==> config.mk <==
export PLATFORM = sky130hd
export DESIGN_NAME = fft_job_scheduler
export DESIGN_NICKNAME = d
export VERILOG_FILES = /design/src/rtl/fft_sched_pkg.sv /design/src/rtl/fft_job_scheduler_skid.sv /design/src/rtl/fft_job_scheduler.sv
export SDC_FILE = /design/constraint.sdc
export NUM_CORES = 1
export LEC_CHECK = 0
export CORE_UTILIZATION = 30
export CTS_CLUSTER_SIZE = 16
export DETAILED_ROUTE_END_ITERATION = 16
export PLACE_DENSITY_LB_ADDON = 0.05
export SETUP_SLACK_MARGIN = 0.5
export SYNTH_ARGS = -nofsm -noshare
export SYNTH_HDL_FRONTEND = slang
export SYNTH_SLANG_ARGS = --single-unit
==> constraint.sdc <==
create_clock -name clk -period 4.5 [get_ports clk]
set_input_delay 0.9 -clock clk [delete_from_list [all_inputs] [get_ports clk]]
set_output_delay 0.9 -clock clk [all_outputs]
set_load 0.1 [all_outputs]
==> src/rtl/fft_sched_pkg.sv <==
// fft_sched_pkg: shared types and config-word layout for the FFT job scheduler.
package fft_sched_pkg;
    typedef enum logic [2:0] {ST_IDLE, ST_CFG, ST_FEED, ST_DRAIN, ST_DONE} state_e;
    typedef enum logic {OWN_FFT = 1'b0, OWN_IFFT = 1'b1} owner_e;
    localparam int FFT_LEN_DEF   = 1024;
    localparam int SCALE_W_DEF   = 10;
    localparam int TIMEOUT_DEF   = 65536;
    localparam int CFG_W         = 16;
    localparam int CFG_FWD_BIT   = 0;
    localparam int CFG_SCALE_LSB = 1;
    localparam logic FWD_INV_FFT  = 1'b1;
    localparam logic FWD_INV_IFFT = 1'b0;
    function automatic logic fwd_inv_of(input owner_e o);
        return (o == OWN_FFT) ? FWD_INV_FFT : FWD_INV_IFFT;
    endfunction
endpackage

==> src/rtl/fft_job_scheduler_skid.sv <==
// axis_skid2: 2-entry buffer turning a 1-cycle-latency BRAM read into an AXI-stream source.
module axis_skid2 #(
    parameter int W = 32
) (
    input  logic         clk,
    input  logic         rst,
    input  logic         clr_i,
    input  logic         more_i,
    input  logic [W-1:0] rd_data_i,
    input  logic         tready_i,
    output logic         rd_issue_o,
    output logic [W-1:0] tdata_o,
    output logic         tvalid_o
);
    logic [W-1:0] mem_q [2];
    logic         wp_q, rp_q, inflight_q, pop;
    logic [1:0]   cnt_q;
    logic [2:0]   occ;
    assign tvalid_o = cnt_q != 2'd0;
    assign tdata_o  = mem_q[rp_q];
    assign pop      = tvalid_o && tready_i;
    // Occupancy after this cycle; a new read may only launch if its data will fit.
    assign occ        = 3'(cnt_q) + 3'(inflight_q) - 3'(pop);
    assign rd_issue_o = more_i && !clr_i && occ < 3'd2;
    always_ff @(posedge clk or posedge rst) begin
        if (rst) begin
            wp_q       <= 1'b0;
            rp_q       <= 1'b0;
            cnt_q      <= 2'd0;
            inflight_q <= 1'b0;
        end else if (clr_i) begin
            wp_q       <= 1'b0;
            rp_q       <= 1'b0;
            cnt_q      <= 2'd0;
            inflight_q <= 1'b0;
        end else begin
            inflight_q <= rd_issue_o;
            if (inflight_q) wp_q <= ~wp_q;
            if (pop) rp_q <= ~rp_q;
            cnt_q <= cnt_q + 2'(inflight_q) - 2'(pop);
        end
    end
    always_ff @(posedge clk) begin
        if (inflight_q && !clr_i) mem_q[wp_q] <= rd_data_i;
    end
endmodule

==> src/rtl/fft_job_scheduler.sv <==
// fft_job_scheduler: arbitrates IFFT/FFT jobs onto one FFT core (config, feed, drain, status).
// Optional watchdog abort enabled by defining FFT_SCHED_TIMEOUT_EN.
module fft_job_scheduler
    import fft_sched_pkg::*;
#(
    parameter int FFT_LEN     = FFT_LEN_DEF,
    parameter int SCALE_W     = SCALE_W_DEF,
    parameter int TIMEOUT_CYC = TIMEOUT_DEF,
    localparam int AW         = $clog2(FFT_LEN)
) (
    input  logic               clk,
    input  logic               rst,
    input  logic               ifft_req,
    input  logic               fft_req,
    input  logic [SCALE_W-1:0] scale_sch,
    output logic [AW-1:0]      bin_rd_addr,
    input  logic [31:0]        bin_rd_data,
    input  logic [15:0]        txf_dout,
    input  logic               txf_empty,
    output logic               txf_rd_en,
    output logic [15:0]        cfg_tdata,
    output logic               cfg_tvalid,
    input  logic               cfg_tready,
    output logic [31:0]        s_tdata,
    output logic               s_tvalid,
    output logic               s_tlast,
    input  logic               s_tready,
    input  logic [31:0]        m_tdata,
    input  logic               m_tvalid,
    input  logic               m_tlast,
    output logic               m_tready,
    output logic               dac_we,
    output logic [AW-1:0]      dac_waddr,
    output logic [15:0]        dac_wdata,
    output logic               rxf_wr_en,
    output logic [31:0]        rxf_din,
    input  logic               rxf_full,
    output logic               busy,
    output logic               owner,
    output logic               done,
    output logic               err_tlast,
    output logic               err_timeout
);
    state_e         state_q;
    owner_e         owner_q, last_owner_q, pick;
    logic [1:0]     pend_q, pend_clr;
    logic [15:0]    cfg_data_q, cfg_word;
    logic [AW-1:0]  in_cnt_q, out_cnt_q, rd_cnt_q;
    logic           rd_all_q, cfg_valid_q, busy_q, done_q, err_tlast_q, err_to_q;
    logic           feed, drain, is_ifft, grant, cfg_hs, s_hs, m_hs, last_out, timeout;
    logic           sk_tvalid, rd_issue;
    logic [31:0]    sk_tdata;
    assign feed     = state_q == ST_FEED;
    assign drain    = state_q == ST_DRAIN;
    assign is_ifft  = owner_q == OWN_IFFT;
    assign grant    = state_q == ST_IDLE && pend_q != 2'b00;
    // pend_q[1] = IFFT, pend_q[0] = FFT; a tie goes to whoever did not run last.
    assign pick     = (pend_q[1] && (!pend_q[0] || last_owner_q == OWN_FFT)) ? OWN_IFFT : OWN_FFT;
    assign pend_clr = grant ? (pick == OWN_IFFT ? 2'b10 : 2'b01) : 2'b00;
    assign cfg_word = (16'(scale_sch) << CFG_SCALE_LSB) | (16'(fwd_inv_of(pick)) << CFG_FWD_BIT);
    assign cfg_hs   = cfg_valid_q && cfg_tready;
    assign s_tvalid = feed && (is_ifft ? sk_tvalid : !txf_empty);
    assign s_tdata  = is_ifft ? sk_tdata : {16'h0, txf_dout};
    assign s_tlast  = feed && in_cnt_q == AW'(FFT_LEN - 1);
    assign s_hs     = s_tvalid && s_tready;
    assign txf_rd_en = s_hs && !is_ifft;
    assign m_tready = drain && (is_ifft || !rxf_full);
    assign m_hs     = m_tvalid && m_tready;
    assign last_out = out_cnt_q == AW'(FFT_LEN - 1);
    assign dac_we    = m_hs && is_ifft;
    assign dac_waddr = out_cnt_q;
    assign dac_wdata = m_tdata[15:0];
    assign rxf_wr_en = m_hs && !is_ifft;
    assign rxf_din   = m_tdata;
    assign bin_rd_addr = rd_cnt_q;
    assign cfg_tdata   = cfg_data_q;
    assign cfg_tvalid  = cfg_valid_q;
    assign busy        = busy_q;
    assign owner       = owner_q;
    assign done        = done_q;
    assign err_tlast   = err_tlast_q;
    assign err_timeout = err_to_q;
    axis_skid2 #(.W(32)) u_skid (
        .clk        (clk),
        .rst        (rst),
        .clr_i      (!feed),
        .more_i     (feed && is_ifft && !rd_all_q),
        .rd_data_i  (bin_rd_data),
        .tready_i   (s_tready && is_ifft),
        .rd_issue_o (rd_issue),
        .tdata_o    (sk_tdata),
        .tvalid_o   (sk_tvalid)
    );
`ifdef FFT_SCHED_TIMEOUT_EN
    localparam int TW = $clog2(TIMEOUT_CYC + 1);
    logic [TW-1:0] stall_q;
    logic          active, any_hs;
    assign active  = state_q == ST_CFG || feed || drain;
    assign any_hs  = cfg_hs || s_hs || m_hs;
    assign timeout = active && !any_hs && stall_q == TW'(TIMEOUT_CYC - 1);
    always_ff @(posedge clk or posedge rst) begin
        if (rst) stall_q <= '0;
        else stall_q <= (!active || any_hs) ? '0 : stall_q + 1'b1;
    end
`else
    assign timeout = 1'b0;
`endif
    always_ff @(posedge clk or posedge rst) begin
        if (rst) begin
            state_q      <= ST_IDLE;
            owner_q      <= OWN_FFT;
            last_owner_q <= OWN_IFFT;
            pend_q       <= 2'b00;
            cfg_data_q   <= '0;
            cfg_valid_q  <= 1'b0;
            in_cnt_q     <= '0;
            out_cnt_q    <= '0;
            rd_cnt_q     <= '0;
            rd_all_q     <= 1'b0;
            busy_q       <= 1'b0;
            done_q       <= 1'b0;
            err_tlast_q  <= 1'b0;
            err_to_q     <= 1'b0;
        end else begin
            pend_q <= (pend_q & ~pend_clr) | {ifft_req, fft_req};
            done_q <= 1'b0;
            if (s_hs) in_cnt_q <= in_cnt_q + 1'b1;
            if (m_hs) out_cnt_q <= out_cnt_q + 1'b1;
            if (rd_issue) begin
                rd_cnt_q <= rd_cnt_q + 1'b1;
                rd_all_q <= rd_all_q | (rd_cnt_q == AW'(FFT_LEN - 1));
            end
            if (timeout) begin
                state_q     <= ST_IDLE;
                busy_q      <= 1'b0;
                cfg_valid_q <= 1'b0;
                err_to_q    <= 1'b1;
            end else begin
                case (state_q)
                    ST_IDLE: if (grant) begin
                        state_q     <= ST_CFG;
                        owner_q     <= pick;
                        busy_q      <= 1'b1;
                        err_tlast_q <= 1'b0;
                        err_to_q    <= 1'b0;
                        cfg_data_q  <= cfg_word;
                        cfg_valid_q <= 1'b1;
                        in_cnt_q    <= '0;
                        out_cnt_q   <= '0;
                        rd_cnt_q    <= '0;
                        rd_all_q    <= 1'b0;
                    end
                    ST_CFG: if (cfg_hs) begin
                        cfg_valid_q <= 1'b0;
                        state_q     <= ST_FEED;
                    end
                    ST_FEED: if (s_hs && s_tlast) state_q <= ST_DRAIN;
                    // Early tlast or missing tlast both end the job with an error flag.
                    ST_DRAIN: if (m_hs && (m_tlast || last_out)) begin
                        state_q     <= ST_DONE;
                        busy_q      <= 1'b0;
                        done_q      <= 1'b1;
                        err_tlast_q <= err_tlast_q | (m_tlast != last_out);
                    end
                    ST_DONE: begin
                        state_q      <= ST_IDLE;
                        last_owner_q <= owner_q;
                    end
                    default: state_q <= ST_IDLE;
                endcase
            end
        end
    end
endmodule

==> tab_implementation.tex, run 1 <==
\begin{tabular}{lr}
\hline
Metric & Value \\
\hline
\multicolumn{2}{l}{\textbf{Pwr}} \\
Leak Pwr & 2.93 nW \\
PD cells & 705 nW/um2 \\
Worst VDD drop & 362 uV \\
\multicolumn{2}{l}{\textbf{Global routing}} \\
GRT busiest layer & met2 \\
GR Util met2 & a little over a fifth \\
Antenna violations before repair & 0 \\
Total routing resource utilization after global routing & 14.0\% \\
Gr ovfl total & 0 \\
GR Util met3 & 4.72\% \\
First-pass GRT wire length & around 21000 um \\
Largest net degree at the start of global routing & 51 \\
GR met1 Demand/Resource & 17.2\% \\
Number of global-route vias before repair & 3910 \\
\multicolumn{2}{l}{\textbf{Worst setup path}} \\
Top fanout value on the critical path & 6 \\
Series of cell instances along the critical path & clkdlybuf4s50\_1, o211a\_1, ha\_1, inv\_1, ha\_1, inv\_1, fa\_1, nand3b\_1, or4\_1, or3\_1, a21oi\_1 \\
Endpoint class of the critical path & flop \\
Crit-path max cell delay & 0.64 ns \\
Critical Path Slowest Stage Cell & sky130\_fd\_sc\_hd\_\_or4\_1 \\
Arrival @ worst endpoint & 3.92 ns \\
Startpoint of the lowest-slack register-to-register path & u\_skid.cnt\_q[1] \\
Critical Path Start & s\_tready \\
Kind of start point of the critical path & input port \\
Required time at the endpoint of the critical path & between 4 and 5 ns \\
Worst setup path class & input port to flop \\
\multicolumn{2}{l}{\textbf{Synth}} \\
Number of synthesis warnings & 0 \\
Synth top area cells & sky130\_fd\_sc\_hd\_\_edfxtp\_1, sky130\_fd\_sc\_hd\_\_dfrtp\_1, sky130\_fd\_sc\_hd\_\_buf\_4 \\
Post-synthesis sequential area ratio & 58.8\% \\
Syn Std Cell Area & approximately 5700 um2 \\
Synthesized area per cell & 11.4 um2 \\
Number of instances in the synthesized netlist & 504 \\
Post-synth EDFFs & 64 \\
Most area-hungry cell type in the Yosys netlist & sky130\_fd\_sc\_hd\_\_edfxtp\_1 \\
Distinct cells, synth & 48 \\
Synthesized flop and latch total & 122 \\
Top\_reg\_cell synth & sky130\_fd\_sc\_hd\_\_edfxtp\_1 \\
Ys async rst share & 47.5\% \\
Area share of the largest cell type after synthesis & between 30 and 40\% \\
\multicolumn{2}{l}{\textbf{Floorplanning}} \\
Initial cell density of the core & a little under a third \\
Top-level I/O count & 228 \\
Core region area & 18700 um2 \\
Site Rows & 50 \\
Die height & 140 um \\
Die ar. & 19700 um2 \\
Horizontal die dimension & 140 um \\
\multicolumn{2}{l}{\textbf{Run}} \\
Max-cap violations & 0 \\
\multicolumn{2}{l}{\textbf{Clocking}} \\
Number of sinks driven by the clock tree & approximately 120 \\
Clock Pin Slew Worst Setup and Hold Paths & 0.06 ns \\
Skew-Pair Late Insertion Delay & 0.41 ns \\
Number of buffers created by CTS & 17 \\
Number of cells upsized or downsized after cts & 0 \\
Number of H-tree branching levels & 4 \\
Maximum count of clock buffers along a single path & 2 \\
CTS tree & done \\
Post-CTS setup repair buffer count & 0 \\
Clock tree root buffer cell & sky130\_fd\_sc\_hd\_\_clkbuf\_16 \\
Hold-fix buffer count after cts & 0 \\
\multicolumn{2}{l}{\textbf{Timing}} \\
Final Hold Slack & 0.469 ns \\
Count of endpoints failing setup in the final report & 0 \\
Final critical-path share of the clock period & 80.2\% \\
Setup TNS & 0 ns \\
Final number of hold-violating endpoints & 0 \\
Unrepaired setup endpoints after global routing & false \\
Highest attainable clock frequency & 277 MHz \\
Pin slew with the least headroom to its limit & 1.18 ns \\
Worst slew margin relative to its limit & 21.1\% \\
Setup skew after layout & 0.00794 ns \\
Shortest clock period the worst path allows after layout & 3.61 ns \\
Final max-slew violation count & 0 \\
\multicolumn{2}{l}{\textbf{Layout}} \\
Commonest non-fill, non-tap cell in the layout & sky130\_fd\_sc\_hd\_\_clkdlybuf4s50\_1 \\
Layout cell share with drive strength beyond 1 & 13.9\% \\
Count of inserted antenna diode cells & 0 \\
Count of nets after finishing & 708 \\
Most frequent cells in the layout & sky130\_fd\_sc\_hd\_\_clkdlybuf4s50\_1, sky130\_fd\_sc\_hd\_\_edfxtp\_1, sky130\_fd\_sc\_hd\_\_dfrtp\_1, sky130\_fd\_sc\_hd\_\_nand2\_1, sky130\_fd\_sc\_hd\_\_buf\_4 \\
Layout overhead on the synthesized area & 31.2\% \\
\multicolumn{2}{l}{\textbf{Hold path}} \\
Hold Crit Class & flop to flop \\
Min-Delay Startpoint & cfg\_tdata[5] \\
\multicolumn{2}{l}{\textbf{Detailed routing}} \\
Routed wirelength normalized by instance count & 15.8 um \\
Iteration-0 DRC Markers & approximately 160 \\
Total wire length after detailed routing & 13400 um \\
Drt first pass iters & 4 \\
Post-detailed-route DRC marker count & 0 \\
Detailed-route vias per instance & 4.66 \\
Routed via count & 3945 \\
Post-DRT Antenna Nets & 0 \\
\multicolumn{2}{l}{\textbf{Placement}} \\
GPL Wtd Cong & approximately 0.74 \\
Port Buffer Count & 141 \\
Post-DP HPWL & around 9000 um \\
\multicolumn{2}{l}{\textbf{Run status}} \\
Status & finished clean \\
\hline
\end{tabular}
==> worst max-delay path: cells and delay by family <==
| kind | cells | cell delay, ns |
|---|---|---|
| compound gates | 2 | 0.36 |
| buf+inv | 3 | 0.64 |
| fa+ha+maj | 3 | 0.85 |
| simple gates | 3 | 1.16 |
==> cell families after synthesis <==
family | synth area share [%]
compound gates | 7.19
fa+ha+maj | 1.66
other cells | 0.0653
mux | 6.47
xor+xnor | 1.37
flops | 58.8
buf+inv | 9.43
simple gates | 15.1
==> registers in the layout, indices dropped and copies added (netlist names) <==
| name | count |
|---|---|
| u_skid.inflight_q | 1 |
| in_cnt_q | 10 |
| cfg_tdata | 11 |
| cfg_tvalid | 1 |
| done | 1 |
| last_owner_q | 1 |
| dac_waddr | 10 |
| pend_q | 2 |
| busy | 1 |
| owner | 1 |
| bin_rd_addr | 10 |
| u_skid.mem_q | 64 |
| u_skid.cnt_q | 2 |
| rd_all_q | 1 |
| state_q | 3 |
| u_skid.rp_q | 1 |
| err_tlast | 1 |
| u_skid.wp_q | 1 |
==> cells in the mapped netlist (2+ instances only) <==
library cell / instances
sky130_fd_sc_hd__inv_1: 14
sky130_fd_sc_hd__nor2_1: 34
sky130_fd_sc_hd__or3_1: 8
sky130_fd_sc_hd__nand2_1: 48
sky130_fd_sc_hd__nand2b_1: 2
sky130_fd_sc_hd__xnor2_1: 5
sky130_fd_sc_hd__nand4_1: 7
sky130_fd_sc_hd__clkbuf_1: 17
sky130_fd_sc_hd__o31ai_1: 12
sky130_fd_sc_hd__nor2b_1: 18
sky130_fd_sc_hd__ha_1: 6
sky130_fd_sc_hd__buf_4: 54
sky130_fd_sc_hd__o21ai_0: 12
sky130_fd_sc_hd__dfrtp_1: 57
sky130_fd_sc_hd__a21o_1: 2
sky130_fd_sc_hd__nor3_1: 3
sky130_fd_sc_hd__mux2i_1: 36
sky130_fd_sc_hd__and2_1: 3
sky130_fd_sc_hd__or4_1: 9
sky130_fd_sc_hd__a31oi_1: 3
sky130_fd_sc_hd__nand3_1: 17
sky130_fd_sc_hd__and4b_1: 2
sky130_fd_sc_hd__o211ai_1: 3
sky130_fd_sc_hd__edfxtp_1: 64
sky130_fd_sc_hd__and3_1: 8
sky130_fd_sc_hd__xor2_1: 4
sky130_fd_sc_hd__a21oi_1: 35
==> stage by stage <==
stage / worst slack, ns / instance area, um2 / power (mW) / instances / util, %
after floorplan: 0.523 / 5760 / 3.60 / 509 / -
after global placement: 0.548 / 6940 / 3.97 / 816 / 37.1
after detailed placement: 0.456 / 6940 / 3.98 / 816 / 37.1
after CTS: 0.899 / 7530 / 5.37 / 847 / 40.3
after global routing: 0.758 / 7530 / 5.54 / 847 / 40.3
final: 0.890 / 7530 / 5.31 / 847 / 40.3
==> power by group <==
group	internal [mW]	total, mW	switching, mW	leakage (nW)
Sequential	1.32	1.44	0.117	1.33
Combinational	0.535	2.50	1.96	1.31
Clock	0.870	1.38	0.507	0.282
==> worst paths after layout <==
check / end / slack (ns) / depth (start not counted)
worst min register to register: cfg_tdata[5] / 0.47 / 2
worst max-delay path: bin_rd_addr[8] / 0.89 / 11
worst min-delay path: cfg_tdata[5] / 0.47 / 2
worst max register to register: bin_rd_addr[8] / 1.39 / 10
max in group asynchronous: in_cnt_q[9] / 2.77 / 3
min in group asynchronous: dac_waddr[4] / 1.01 / 2
==> routing by layer <==
layer / part of all wire, % / vias to the layer above / wire (um)
met1: 44 / 1877 / 5940
met5: 0 / - / 0
met2: 46 / 91 / 6210
met3: 6.1 / 47 / 810
met4: 3.1 / 0 / 417
li1: - / 1930 / -
==> cell type report <==
class	instances	area (um2)
multi-input combinational	299	1850
fill	1796	11200
clock inverter	14	174
tap	234	293
clock buffer	17	425
timing repair buffer	147	1360
sequential	122	3380
inverter	14	52.6
Power figures use the tool's default switching activity.
==> run 2: changes to the inputs <==
Clock period 4.5 ns to 3.6 ns, I/O delays scaled along.
==> run 2 against run 1 <==
Net effect:
- critical path depth fell by 1
- sequential power rose by 24%
- final area rose by 3.2%
- worst hold slack improved by 0.0068 ns
- critical path type is now flop to flop
- clock-buffer cell count did not move
- combinational power rose by 30%
- first-iteration DRC count fell by 32%
==> tab_implementation.tex, run 2 (synthesis gave the netlist of run 1 again) <==
\begin{tabular}{lr}
\hline
Metric & Value \\
\hline
\multicolumn{2}{l}{\textbf{Global routing}} \\
Largest net degree at the start of global routing & 59 \\
Number of global-route vias before repair & between 4000 and 5000 \\
First-pass GRT wire length & 21500 um \\
Total routing resource utilization after global routing & 14.3\% \\
Gr ovfl total & 0 \\
Antenna violations before repair & 1 \\
\multicolumn{2}{l}{\textbf{Detailed routing}} \\
Routed via count & 4006 \\
Post-DRT Antenna Nets & 0 \\
Met1 routed wirelength after detailed routing & 6050 um \\
Wire length on met2 & 6200 um \\
Iteration-0 DRC Markers & 110 \\
Detailed-route vias per instance & about 4.6 \\
Post-detailed-route DRC marker count & 0 \\
Uppermost layer routed & met4 \\
Drt first pass iters & 4 \\
Total wire length after detailed routing & 13600 um \\
Met3 layer wire length in the routed design & 1120 um \\
Routed wirelength normalized by instance count & 15.7 um \\
\multicolumn{2}{l}{\textbf{Pwr}} \\
Relative contribution of combinational cells to total power & 48.9\% \\
PD cells & between 800 and 900 nW/um2 \\
Proportion of total power due to net switching & around half \\
Share of total power in the clock network & 24.5\% \\
Portion of total power attributed to sequential cells & 26.6\% \\
Leak Pwr & 3.04 nW \\
Net switching power & 3.33 mW \\
Worst VDD drop & roughly 460 uV \\
Internal power summed over all cells & approximately 3.4 mW \\
\multicolumn{2}{l}{\textbf{Timing}} \\
Setup TNS & 0 ns \\
Unrepaired setup endpoints after global routing & false \\
Shortest clock period the worst path allows after layout & about 3.0 ns \\
Final number of hold-violating endpoints & 0 \\
Pin slew with the least headroom to its limit & 0.991 ns \\
Worst slew margin relative to its limit & between 30\% and 40\% \\
Count of endpoints failing setup in the final report & 0 \\
Highest attainable clock frequency & approximately 330 MHz \\
Setup skew after layout & 0.00843 ns \\
Final max-slew violation count & 0 \\
Final critical-path share of the clock period & 83.8\% \\
Final Hold Slack & 0.475 ns \\
\multicolumn{2}{l}{\textbf{Worst setup path}} \\
Worst reg2reg endpoint & bin\_rd\_addr[6] \\
Flop-to-flop setup slack & 0.58 ns \\
Arrival @ worst endpoint & 3.36 ns \\
Endpoint class of the critical path & flop \\
Required time at the endpoint of the critical path & 3.94 ns \\
Capturing element of the worst setup path & bin\_rd\_addr[6] \\
Depth of the worst register-to-register path & 10 \\
Top fanout value on the critical path & 4 \\
Startpoint of the lowest-slack register-to-register path & u\_skid.cnt\_q[1] \\
Worst setup path class & flop to flop \\
Kind of start point of the critical path & flop \\
Critical Path Start & u\_skid.cnt\_q[1] \\
\multicolumn{2}{l}{\textbf{Layout}} \\
Layout cell share with drive strength beyond 1 & 23.8\% \\
Commonest non-fill, non-tap cell in the layout & sky130\_fd\_sc\_hd\_\_clkdlybuf4s50\_1 \\
Number of flip-flops in the largest register & 64 \\
Layout overhead on the synthesized area & 35.4\% \\
Cell area after layout & 7780 um2 \\
Count of nets after finishing & 724 \\
Most frequent cells in the layout & sky130\_fd\_sc\_hd\_\_clkdlybuf4s50\_1, sky130\_fd\_sc\_hd\_\_buf\_4, sky130\_fd\_sc\_hd\_\_edfxtp\_1, sky130\_fd\_sc\_hd\_\_dfrtp\_1, sky130\_fd\_sc\_hd\_\_nand2\_1 \\
Register with the most flip-flops & u\_skid.mem\_q \\
\multicolumn{2}{l}{\textbf{Clocking}} \\
Skew-Pair Late Insertion Delay & 0.42 ns \\
Clock tree root buffer cell & sky130\_fd\_sc\_hd\_\_clkbuf\_16 \\
Number of buffers created by CTS & 17 \\
CTS tree & done \\
Number of sinks driven by the clock tree & roughly 120 \\
Clock Pin Slew Worst Setup and Hold Paths & about 0.060 ns \\
Number of H-tree branching levels & 4 \\
Maximum count of clock buffers along a single path & 2 \\
\multicolumn{2}{l}{\textbf{Placement}} \\
Post-DP HPWL & around 9000 um \\
GPL Wtd Cong & about 0.7 \\
Port Buffer Count & roughly 140 \\
Area after DPL & 7140 um2 \\
\multicolumn{2}{l}{\textbf{Floorplanning}} \\
Top-level I/O count & 228 \\
Die ar. & 19700 um2 \\
Die height & 140 um \\
Initial cell density of the core & 30.7\% \\
Site Rows & 50 \\
Horizontal die dimension & roughly 140 um \\
Core region area & 18700 um2 \\
\multicolumn{2}{l}{\textbf{Hold path}} \\
Hold Crit Class & flop to flop \\
\multicolumn{2}{l}{\textbf{Run}} \\
Max-cap violations & 0 \\
\multicolumn{2}{l}{\textbf{Run status}} \\
Status & finished clean \\
\hline
\end{tabular}
-- run 2: cell types whose count changed in the layout (fill, tap and decap cells not counted), sizes merged --
cell,change
clkdlybuf4s50,-8
dlymetal6s2s,+1
clkinvlp,+2
diode,+1
buf,+23
clkinv,-2
inv,+3
bufinv,-2
-- run 2: routing by layer --
layer	vias up	global-route usage [%]
li1	1955	-
met1	1882	17.6
met2	146	22.4
met3	23	5.91
met4	0	5.49
met5	-	0
-- run 2: worst min-delay path by stage --
stage / from / endpoint / cells after the start
2_1_floorplan: rd_all_q / rd_all_q / 2
3_3_place_gp: cfg_tdata[10] / cfg_tdata[10] / 2
3_5_place_dp: cfg_tdata[8] / cfg_tdata[8] / 2
4_1_cts: cfg_tdata[8] / cfg_tdata[8] / 2
5_1_grt: cfg_tdata[10] / cfg_tdata[10] / 2
6_report: cfg_tdata[6] / cfg_tdata[6] / 2
-- run 2: worst max-delay path, cell delays in order (launching register included) --
cell and delay (ns):
sky130_fd_sc_hd__dfrtp_2 0.42, sky130_fd_sc_hd__o211a_1 0.25, sky130_fd_sc_hd__ha_1 0.27, sky130_fd_sc_hd__inv_1 0.06, sky130_fd_sc_hd__ha_1 0.13, sky130_fd_sc_hd__inv_1 0.06, sky130_fd_sc_hd__fa_1 0.53, sky130_fd_sc_hd__nand3b_1 0.12
sky130_fd_sc_hd__or4_4 0.58, sky130_fd_sc_hd__or3_4 0.39, sky130_fd_sc_hd__a21oi_2 0.14
-- run 2: stage by stage --
step           instances  power [mW]  setup WS [ns]  util, %
3_5_place_dp         827        5.08         -0.100     38.2
3_3_place_gp         827        5.06       -0.00763     38.2
6_report             865        6.68          0.582     41.6
5_1_grt              864        6.98          0.476     41.6
2_1_floorplan        509        4.58          0.294        -
4_1_cts              859        6.75          0.444     41.3
-- run 2: final cells by class --
| cell class | instances | area [um2] |
|---|---|---|
| diodes | 1 | 2.50 |
| clock inverters | 15 | 141 |
| well taps | 234 | 293 |
| inverters | 14 | 52.6 |
| flip-flops and latches | 122 | 3380 |
| clock buffers | 17 | 425 |
| fillers | 1770 | 10900 |
| repair buffers | 163 | 1500 |
| multi-input cells | 299 | 1990 |
-- run 2: timing repair --
| action | CTS | global route |
|---|---|---|
| gates resized for setup | 5 | 7 |
| pin swaps | 2 | 3 |
| buffers inserted | 0 | 5 |
| hold buffers | 0 | 0 |
| setup endpoints to repair | 8 | 11 |
| gates cloned | 0 | 0 |
-- run 2: power by group through the flow --
stage / registers [mW] / clock network (mW) / logic (mW)
CTS: 1.78 / 1.69 / 3.29
finish: 1.78 / 1.63 / 3.26
global placement: 1.80 / 0 / 3.26
floorplan: 2.51 / 0 / 2.07
global route: 1.80 / 1.75 / 3.43
detailed placement: 1.80 / 0 / 3.27
